$ cat config.mk
export PLATFORM = sky130hd
export DESIGN_NAME = imm64_load_encoder
export DESIGN_NICKNAME = d
export VERILOG_FILES = /design/src/rtl/cpu_isa_pkg.sv /design/src/rtl/imm64_load_encoder_pick.sv /design/src/rtl/imm64_load_encoder.sv
export SDC_FILE = /design/constraint.sdc
export NUM_CORES = 1
export LEC_CHECK = 0
export CAP_MARGIN = 5
export CORE_MARGIN = 2
export CORE_UTILIZATION = 45
export DETAILED_ROUTE_END_ITERATION = 10
export PLACE_DENSITY = 0.75
export SYNTH_ARGS = -nofsm -noshare
export SYNTH_HDL_FRONTEND = slang
export SYNTH_HIERARCHICAL = 1
export SYNTH_SLANG_ARGS = --single-unit
export TNS_END_PERCENT = 30
$ cat constraint.sdc
create_clock -name clock -period 4.6 [get_ports clock]
set_clock_uncertainty 0.1 [all_clocks]
set_input_delay 1.15 -clock clock [delete_from_list [all_inputs] [get_ports clock]]
set_output_delay 1.15 -clock clock [all_outputs]
set_load 0.03 [all_outputs]
$ cat src/rtl/cpu_isa_pkg.sv
// Shared wide-immediate ISA definitions: opcodes, the zero register and
// the sequencing states used by the immediate-load encoder.
package cpu_isa_pkg;

    // 9-bit wide-immediate (move-wide) opcodes, 64-bit forms
    localparam logic [8:0] OP_MOVN = 9'b100100101;
    localparam logic [8:0] OP_MOVZ = 9'b110100101;
    localparam logic [8:0] OP_MOVK = 9'b111100101;

    // Writes to this register are discarded, so loading it is meaningless
    localparam logic [4:0] ZERO_REG = 5'd31;

    typedef enum logic [1:0] {
        ST_IDLE   = 2'd0,
        ST_EMIT_Z = 2'd1,
        ST_EMIT_K = 2'd2,
        ST_DONE   = 2'd3
    } enc_state_t;

    // Bit i is set when halfword i of the value is nonzero
    function automatic logic [3:0] nonzero_mask(input logic [63:0] value);
        logic [3:0] m;
        for (int unsigned i = 0; i < 4; i++) begin
            m[i] = (value[16*i +: 16] != 16'h0000);
        end
        return m;
    endfunction

endpackage

$ cat src/rtl/imm64_load_encoder_pick.sv
// Lowest-set-bit picker over the 4-bit pending-halfword mask.
// An empty mask yields index 0 and an all-zero clear vector.
module halfword_priority_pick (
    input  logic [3:0] mask,
    output logic [1:0] idx,
    output logic [3:0] clr
);

    // Priority encode from bit 0 upward
    always_comb begin
        idx = '0;
        clr = '0;
        if (mask[0]) begin
            idx = 2'd0;
            clr = 4'b0001;
        end else if (mask[1]) begin
            idx = 2'd1;
            clr = 4'b0010;
        end else if (mask[2]) begin
            idx = 2'd2;
            clr = 4'b0100;
        end else if (mask[3]) begin
            idx = 2'd3;
            clr = 4'b1000;
        end
    end

endmodule

$ cat src/rtl/imm64_load_encoder.sv
// Streams the shortest MOVZ/MOVK sequence that rebuilds a 64-bit constant
// in a destination register. Word outputs derive only from registered
// state, so they stay stable while the consumer stalls.
module imm64_load_encoder #(
    parameter logic       SKIP_ZERO = 1'b1,
    parameter logic [8:0] OP_MOVZ   = cpu_isa_pkg::OP_MOVZ,
    parameter logic [8:0] OP_MOVK   = cpu_isa_pkg::OP_MOVK
) (
    input  logic        clock,
    input  logic        reset,
    input  logic        req_valid,
    output logic        req_ready,
    input  logic [63:0] req_value,
    input  logic [4:0]  req_rd,
    output logic        iw_valid,
    input  logic        iw_ready,
    output logic [31:0] iw,
    output logic        iw_last,
    output logic        done,
    output logic        err,
    output logic [2:0]  iw_count
);
    import cpu_isa_pkg::*;

    enc_state_t  state, state_next;
    logic [63:0] value_q;
    logic [4:0]  rd_q;
    logic [3:0]  mask_q;
    logic [2:0]  count_q;
    logic [2:0]  iw_count_q;
    logic        err_q;

    logic [1:0]  pick_idx;
    logic [3:0]  pick_clr;
    logic [3:0]  mask_after;
    logic [15:0] hw_data;
    logic        accept;
    logic        fire;

    halfword_priority_pick u_pick (
        .mask (mask_q),
        .idx  (pick_idx),
        .clr  (pick_clr)
    );

    assign mask_after = mask_q & ~pick_clr;
    assign accept     = req_valid && req_ready;
    assign fire       = iw_valid && iw_ready;
    assign iw_count   = iw_count_q;

    // Select the halfword addressed by the picked index
    always_comb begin
        hw_data = '0;
        case (pick_idx)
            2'd0: hw_data = value_q[15:0];
            2'd1: hw_data = value_q[31:16];
            2'd2: hw_data = value_q[47:32];
            2'd3: hw_data = value_q[63:48];
            default: hw_data = '0;
        endcase
    end

    // State register
    always_ff @(posedge clock or posedge reset) begin
        if (reset) begin
            state <= ST_IDLE;
        end else begin
            state <= state_next;
        end
    end

    // Next-state and handshake/word outputs
    always_comb begin
        state_next = state;
        req_ready  = 1'b0;
        iw_valid   = 1'b0;
        iw         = '0;
        iw_last    = 1'b0;
        done       = 1'b0;
        err        = 1'b0;
        case (state)
            ST_IDLE: begin
                req_ready = 1'b1;
                if (req_valid) begin
                    state_next = (req_rd == ZERO_REG) ? ST_DONE : ST_EMIT_Z;
                end
            end
            ST_EMIT_Z, ST_EMIT_K: begin
                iw_valid = 1'b1;
                iw       = {(state == ST_EMIT_Z) ? OP_MOVZ : OP_MOVK,
                            pick_idx, hw_data, rd_q};
                // An empty mask on MOVZ is the value==0 case: a single word
                iw_last  = (mask_after == 4'b0000);
                if (iw_ready) begin
                    if (mask_after == 4'b0000) begin
                        state_next = ST_DONE;
                    end else begin
                        state_next = ST_EMIT_K;
                    end
                end
            end
            ST_DONE: begin
                done       = 1'b1;
                err        = err_q;
                state_next = ST_IDLE;
            end
            default: state_next = ST_IDLE;
        endcase
    end

    // Request latch, pending mask, word counter and reported count
    always_ff @(posedge clock or posedge reset) begin
        if (reset) begin
            value_q    <= '0;
            rd_q       <= '0;
            mask_q     <= '0;
            count_q    <= '0;
            iw_count_q <= '0;
            err_q      <= 1'b0;
        end else begin
            if (accept) begin
                value_q <= req_value;
                rd_q    <= req_rd;
                count_q <= '0;
                // Without skipping, MOVZ covers hw0 and MOVK covers hw1..3
                mask_q  <= SKIP_ZERO ? nonzero_mask(req_value) : 4'b1111;
                err_q   <= (req_rd == ZERO_REG);
                if (req_rd == ZERO_REG) begin
                    iw_count_q <= '0;
                end
            end else if (fire) begin
                mask_q  <= mask_after;
                count_q <= count_q + 3'd1;
                if (mask_after == 4'b0000) begin
                    iw_count_q <= count_q + 3'd1;
                end
            end
        end
    end

endmodule

==> results of run 1 <==
==> registers in the layout, indices dropped and copies added, names as in the netlist <==
name      count
count_q       3
value_q      64
err_q         1
iw_count      3
rd_q          5
mask_q        4
state         2
==> power by group through the flow <==
stage / clock network [mW] / logic, mW / registers [mW]
floorplan: 0 / 1.84 / 1.25
detailed placement: 0 / 2.58 / 1.32
finish: 0.457 / 2.57 / 1.31
global placement: 0 / 2.55 / 1.30
CTS: 0.472 / 2.59 / 1.30
global route: 0.509 / 2.73 / 1.34
==> critical path: stages, from the launching register on <==
cell and delay, ns:
dfrtp_1 0.48, nor3_2 0.24, buf_4 0.23, mux4_1 0.57, and2_1 0.20, clkdlybuf4s50_1 0.61
==> per-layer routing <==
| metal | vias up | wire (um) | track usage [%] |
|---|---|---|---|
| li1 | 1304 | - | - |
| met1 | 1431 | 4260 | 27.5 |
| met2 | 69 | 4860 | 33.3 |
| met3 | 11 | 452 | 4.53 |
| met4 | 0 | 103 | 6.11 |
| met5 | - | 0 | 0 |
==> kinds of logic after synthesis <==
logic type | synth area share, %
AOI/OAI and AO/OA | 3.87
xor gates and xnor gates | 0.635
adders and majority gates | 1.21
buffers and inverters | 4.87
DFF | 49.6
muxes | 29.5
other | 0.0906
and+or+nand+nor | 10.2
==> placed cells by master (no fill, tap or decap), types with 5 or more instances in the layout <==
master,Yosys,layout
clkdlybuf4s50_1,0,109
dfrtp_1,82,82
mux2_2,68,68
and2_1,25,25
nor4_1,16,16
mux4_1,12,12
nand2_1,11,11
clkbuf_8,0,10
buf_4,9,7
clkinv_2,0,6
inv_1,6,5
==> area by class of cell <==
class	count	area, um2	share of cell area [%]
clock buffers	10	138	2.53
clock inverters	6	32.5	0.599
inverters	6	23.8	0.438
multi-input cells	188	1910	35.1
flip-flops and latches	82	2050	37.8
well taps	108	135	2.49
repair buffers	116	1140	21.1
==> path summary, 6_finish.rpt <==
check	from	endpoint	slack [ns]	cells after the start
worst max-delay path	mask_q[0]	iw[11]	0.67	5
worst min-delay path	err_q	err_q	0.40	2
worst max register to register	state[1]	mask_q[1]	2.18	6
worst min register to register	err_q	err_q	0.40	2
max in group asynchronous	reset	value_q[37]	2.46	3
min in group asynchronous	reset	value_q[44]	1.19	2
==> metrics.md, run 1 <==
| Metric | Value |
|---|---|
| Status | `finished clean` |
| Slew Limit Fails | `0` |
| Die H | `99.9 um` |
| PnR worst setup slack | `0.669 ns` |
| Sw Share | `40.0%` |
| Yosys warns | `6` |
| Post-DR vias/cell | `5.46` |
| Post-CTS sizing | `0` |
| Clk buf depth | `2` |
| Tmin final | `3.93 ns` |
| Placed cell area | `5260 um2` |
| Top FF cell, synth | `dfrtp_1` |
| Core area | `8810 um2` |
| Final hold slack | `0.400 ns` |
| CP endpoint kind | `primary output` |
| Max VDD drop | `0.567 mV` |
| Post-Synthesis Cell Area | `4140 um2` |
| Slew @ Worst Pin | `1.03 ns` |
| Fill count | `718` |
| Synth cell types | `38` |
| Pre-CTS WS | `1.04 ns` |
| DR vias | `2815` |
| Final Hold Fails | `0` |
| Antenna violations before repair | `0` |
| Clock transition at path regs | `0.08 ns` |
| Synth area leader | `dfrtp_1` |
| Setup bufs post-CTS | `0` |
| CTS tree | `done` |
| IO Pins | `113` |
| Share of the synthesized area in the top cell type | `49.6%` |
| Seq/Total Area, Yosys | `49.6%` |
| Flop pwr share | `30.2%` |
| Max frequency | `0.254 GHz` |
| Hpwl dp | `7.32 mm` |
| Remaining routing DRC violations | `0` |
| Antenna cells | `0` |
| Top post-synthesis cells by area | `dfrtp_1 50%, mux2_2 19%, mux4_1 7.6%` |
| Total overflow reported by the global router | `0` |
| # rows | `34` |
| CTS Buf Count | `9` |
| Die width | `99.9 um` |
| IO buf count | `109` |
| DRT Wirelength | `9.67 mm` |
| WS Path Type | `flop to primary output` |
| EDFF count, synth | `0` |
| Largest net degree at the start of global routing | `80` |
| Clk network pwr share | `10.6%` |
| Async set or reset register ratio after synthesis | `100%` |
| Drt initial violations | `109` |
| Post-route cell area | `5430 um2` |
| TNS Setup | `0 ns` |
| Req. time, crit path | `3.35 ns` |
| Mapped Cells | `299` |
| DRT Pass-1 Iters | `4` |
| Vias in the first global route | `2976` |
| Max-cap violations | `0` |
| Clk root buf | `clkbuf_8` |
| Starting Density | `47.0%` |
| CP arrival | `2.68 ns` |
| Antenna-violating nets left | `0` |
| Clock Sinks | `82` |
| Pwr dens | `797 nW/um2` |
| Wire length per cell | `18.7 um` |
| Clk_lat worst skew | `0.35 ns` |
| Synthesized area per cell | `13.8 um2` |
| Final nets | `480` |
| Comb pwr share | `59.3%` |
| Post-Layout Cell Count | `516` |
| GP Congestion | `0.812` |
| Area growth syn-to-layout | `31.2%` |
| Cell Int Power | `2.60 mW` |
| Post-synthesis register bit count | `82` |
| Layout cell share with drive strength beyond 1 | `26.7%` |
| Total power | `4.33 mW` |
| Crit share post-route | `85.5%` |
| LEAKAGE | `2.25 nW` |
| Count leader, synth | `dfrtp_1` |
| Die area | `9980 um2` |
| Hold Buf Count CTS | `0` |
| Startpoint class of the critical path | `flop` |
| All-Layer GR Usage | `20.4%` |
| CTS H-tree depth | `3` |
| Unrepaired setup endpoints after global routing | `no` |
| Switching pwr | `1.73 mW` |
| CP max FO | `10` |
| Final setup fails | `0` |
| Max transition margin | `31.6%` |
| Global-route wire length before repair | `15.4 mm` |
| Inst Count DP | `500` |
| Worst hold path type | `flop to flop` |
| Final core area utilization | `61.7%` |
| Top post-synthesis cells by count | `82 x dfrtp_1, 68 x mux2_2, 25 x and2_1` |
No activity file was read; power rests on OpenSTA's default activity.
==> run 2: changes to the inputs <==
--- a/config.mk
+++ b/config.mk
@@ -5,6 +5,7 @@
 export SDC_FILE = /design/constraint.sdc
 export NUM_CORES = 1
 export LEC_CHECK = 0
+export ABC_AREA = 1
 export CAP_MARGIN = 5
 export CORE_MARGIN = 2
 export CORE_UTILIZATION = 45
==> run 2 against run 1 <==
Net effect: design area up 1.2%; maximum frequency down 2.3%; non-clock buffer count down 2; critical path type unchanged; largest power group unchanged.
==> metrics.md, run 2 <==
| Metric | Value |
|---|---|
| Status | `finished clean` |
| Async set or reset register ratio after synthesis | `100% (unchanged)` |
| Share of the synthesized area in the top cell type | `49.4% (-0.18 points)` |
| Startpoint class of the critical path | `flop` |
| Largest net degree at the start of global routing | `94 (+18%)` |
| Placed cell area | `5220 um2 (-0.71%)` |
| WHS Path Cells | `2 (unchanged)` |
| EDFF count, synth | `0 (unchanged)` |
| Hold Path Sink | `value_q[14]` |
| Max stage delay on crit path | `0.71 ns (+0.10 ns)` |
| Top post-synthesis cells by count | `240 x nand2_1, 82 x dfrtp_1, 47 x inv_1` |
| Starting Density | `45.6% (-1.4 points)` |
| Commonest non-fill, non-tap cells in the layout | `240 x nand2_1, 109 x clkdlybuf4s50_1, 82 x dfrtp_1` |
| Final Hold Fails | `0 (unchanged)` |
| TNS Setup | `0 ns (unchanged)` |
| Total overflow reported by the global router | `0 (unchanged)` |
| Hold Buf Count CTS | `0 (unchanged)` |
| Most common cell after layout, fill and taps aside | `nand2_1` |
| Clock transition at path regs | `0.08 ns (about the same)` |
| CTS Buf Count | `9 (unchanged)` |
| Area of the multi-input gates | `1710 um2 (-10%)` |
| Critical path buffers and inverters | `3 (+1)` |
| Unrepaired setup endpoints after global routing | `no` |
| Fill count | `843 (+17%)` |
| CP arrival | `2.77 ns (+0.09 ns)` |
| Hold Path Origin | `value_q[14]` |
| Vias in the first global route | `3839 (+29%)` |
| Layout cell share with drive strength beyond 1 | `4.70% (-22 points)` |
| Final setup fails | `0 (unchanged)` |
| CP max FO | `25 (+15)` |
| Max FFs per register | `64 (unchanged)` |
| All-Layer GR Usage | `23.8% (+3.4 points)` |
| Post-CTS sizing | `0 (unchanged)` |
| Die width | `100 um (+0.18%)` |
| Top reg by flops | `value_q` |
| Antenna-violating nets left | `0 (unchanged)` |
| Storage cell area | `2050 um2 (unchanged)` |
| DRT Wirelength | `11.5 mm (+19%)` |
| R2r endpoint | `iw_count[0]` |
| Area growth syn-to-layout | `32.3%` |
| Max-cap violations | `0 (unchanged)` |
| Max frequency | `0.249 GHz (-2.3%)` |
| Pwr dens | `807 nW/um2 (+1.3%)` |
| Core area | `9110 um2 (+3.4%)` |
| Post-synthesis register bit count | `82 (unchanged)` |
| Seq/Total Area, Yosys | `49.4% (-0.18 points)` |
| # rows | `35 (+2.9%)` |
| Crit path cell chain | `inv_1 -> ha_1 -> buf_4 -> o21ai_0 -> a31oi_1 -> clkdlybuf4s50_1` |
| Clk root buf | `clkbuf_8` |
| Synth area leader | `dfrtp_1` |
| DR vias | `3901 (+39%)` |
| Clk_lat worst skew | `0.35 ns (about the same)` |
| Wire length per cell | `14.9 um (-20%)` |
| CTS H-tree depth | `3 (unchanged)` |
| Largest registers | `value_q (64), rd_q (5), mask_q (4)` |
| Drt initial violations | `208 (+91%)` |
| Count leader, synth | `nand2_1` |
| Final core area utilization | `60.4% (-1.3 points)` |
| LEAKAGE | `2.73 nW (+22%)` |
| Hpwl dp | `8.31 mm (+14%)` |
| Crit share post-route | `87.5% (+2.0 points)` |
| Reg2Reg Setup Slack | `2.11 ns (-0.07 ns)` |
| Synthesized area per cell | `7.42 um2 (-46%)` |
| Req. time, crit path | `3.35 ns (about the same)` |
| Post-DR vias/cell | `5.07 (-7.1%)` |
| Max VDD drop | `0.714 mV (+26%)` |
| FF-to-FF path depth | `9 (+3)` |
| Mapped Cells | `560 (+87%)` |
| Setup bufs post-CTS | `0 (unchanged)` |
| Post-route cell area | `5500 um2 (+1.2%)` |
| Top FF cell, synth | `dfrtp_1` |
| Slew Limit Fails | `0 (unchanged)` |
| Clock Sinks | `82 (unchanged)` |
| CTS tree | `done` |
| Slew @ Worst Pin | `0.989 ns (-0.0367 ns)` |
| RR Startpoint | `state[0]` |
| Post-Synthesis Cell Area | `4150 um2 (+0.36%)` |
| Clk buf depth | `2 (unchanged)` |
| Final nets | `731 (+52%)` |
| Synth cell types | `27 (-29%)` |
| Global-route wire length before repair | `18.5 mm (+20%)` |
| Worst hold path type | `flop to flop` |
| Max transition margin | `34.0% (+2.4 points)` |
| Antenna violations before repair | `0 (unchanged)` |
| Antenna cells | `0 (unchanged)` |
| Slowest CP cell | `clkdlybuf4s50_1` |
| Tmin final | `4.02 ns (+0.0917 ns)` |
| DRT Pass-1 Iters | `5 (+1)` |
| Yosys warns | `6 (unchanged)` |
| WS Path Type | `flop to primary output` |
| IO Pins | `113 (unchanged)` |
| Die area | `10000 um2 (+0.35%)` |
| CP endpoint kind | `primary output` |
| Die H | `100 um (+0.18%)` |
| GP Congestion | `0.925 (+14%)` |
| Remaining routing DRC violations | `0 (unchanged)` |
| IO buf count | `109 (unchanged)` |
| Delay-heaviest family, CP | `buffers and inverters` |
| Top post-synthesis cells by area | `dfrtp_1 49%, nand2_1 22%, o21ai_0 5.2%` |
==> run 2: cell families after synthesis <==
group           share of synthesized area, %
compound gates                          9.97
other cells                           0.0903
simple gates                            29.5
xor+xnor                               0.211
buf+inv                                 9.58
flops                                   49.4
fa+ha+maj                               1.20
==> run 2: power by group <==
part / switching, mW / internal [mW]
logic: 1.57 / 0.902
clock network: 0.275 / 0.432
registers: 0.206 / 1.05
==> run 2: routing by layer <==
layer / part of all wire, % / global-route usage, % / vias up / wire length, um
met2: 46 / 37.8 / 133 / 5300
met1: 46 / 33.1 / 1824 / 5290
met3: 5.7 / 3.27 / 21 / 657
met5: 0 / 0 / - / 0
li1: - / - / 1923 / -
met4: 2.3 / 9.80 / 0 / 260
==> run 2: final cells by class <==
cell class	count	area share [%]
Clock inverter	6	2.48
Clock buffer	10	2.50
Timing Repair Buffer	114	20.5
Sequential cell	82	37.3
Inverter	51	3.50
Tap cell	111	2.53
Multi-Input combinational cell	396	31.1
==> run 2: worst max-delay path by stage <==
stage / startpoint / to / slack [ns] / cells past startpoint
after global routing: state[0] / iw[14] / 0.40 / 6
after global placement: state[0] / iw[14] / 1.04 / 6
after CTS: state[0] / iw[14] / 0.59 / 6
after detailed placement: state[1] / iw[14] / 1.00 / 6
final: state[0] / iw[16] / 0.58 / 6
after floorplan: reset / count_q[0] / 1.24 / 1
==> run 2: through the flow <==
| stage | power (mW) | hold WS (ns) | cells | setup WS [ns] |
|---|---|---|---|---|
| after floorplan | 2.90 | 0.344 | 562 | 1.24 |
| after global placement | 3.68 | 0.358 | 754 | 1.04 |
| after detailed placement | 3.73 | 0.365 | 754 | 1.00 |
| after CTS | 4.45 | 0.388 | 770 | 0.588 |
| after global routing | 4.73 | 0.406 | 770 | 0.403 |
| final | 4.44 | 0.385 | 770 | 0.577 |
==> run 2: worst min-delay path: cells and delay by family (launching register included) <==
kind / cells / cell delay [ns]
flip-flops: 1 / 0.35
AND/OR/NAND/NOR: 2 / 0.11
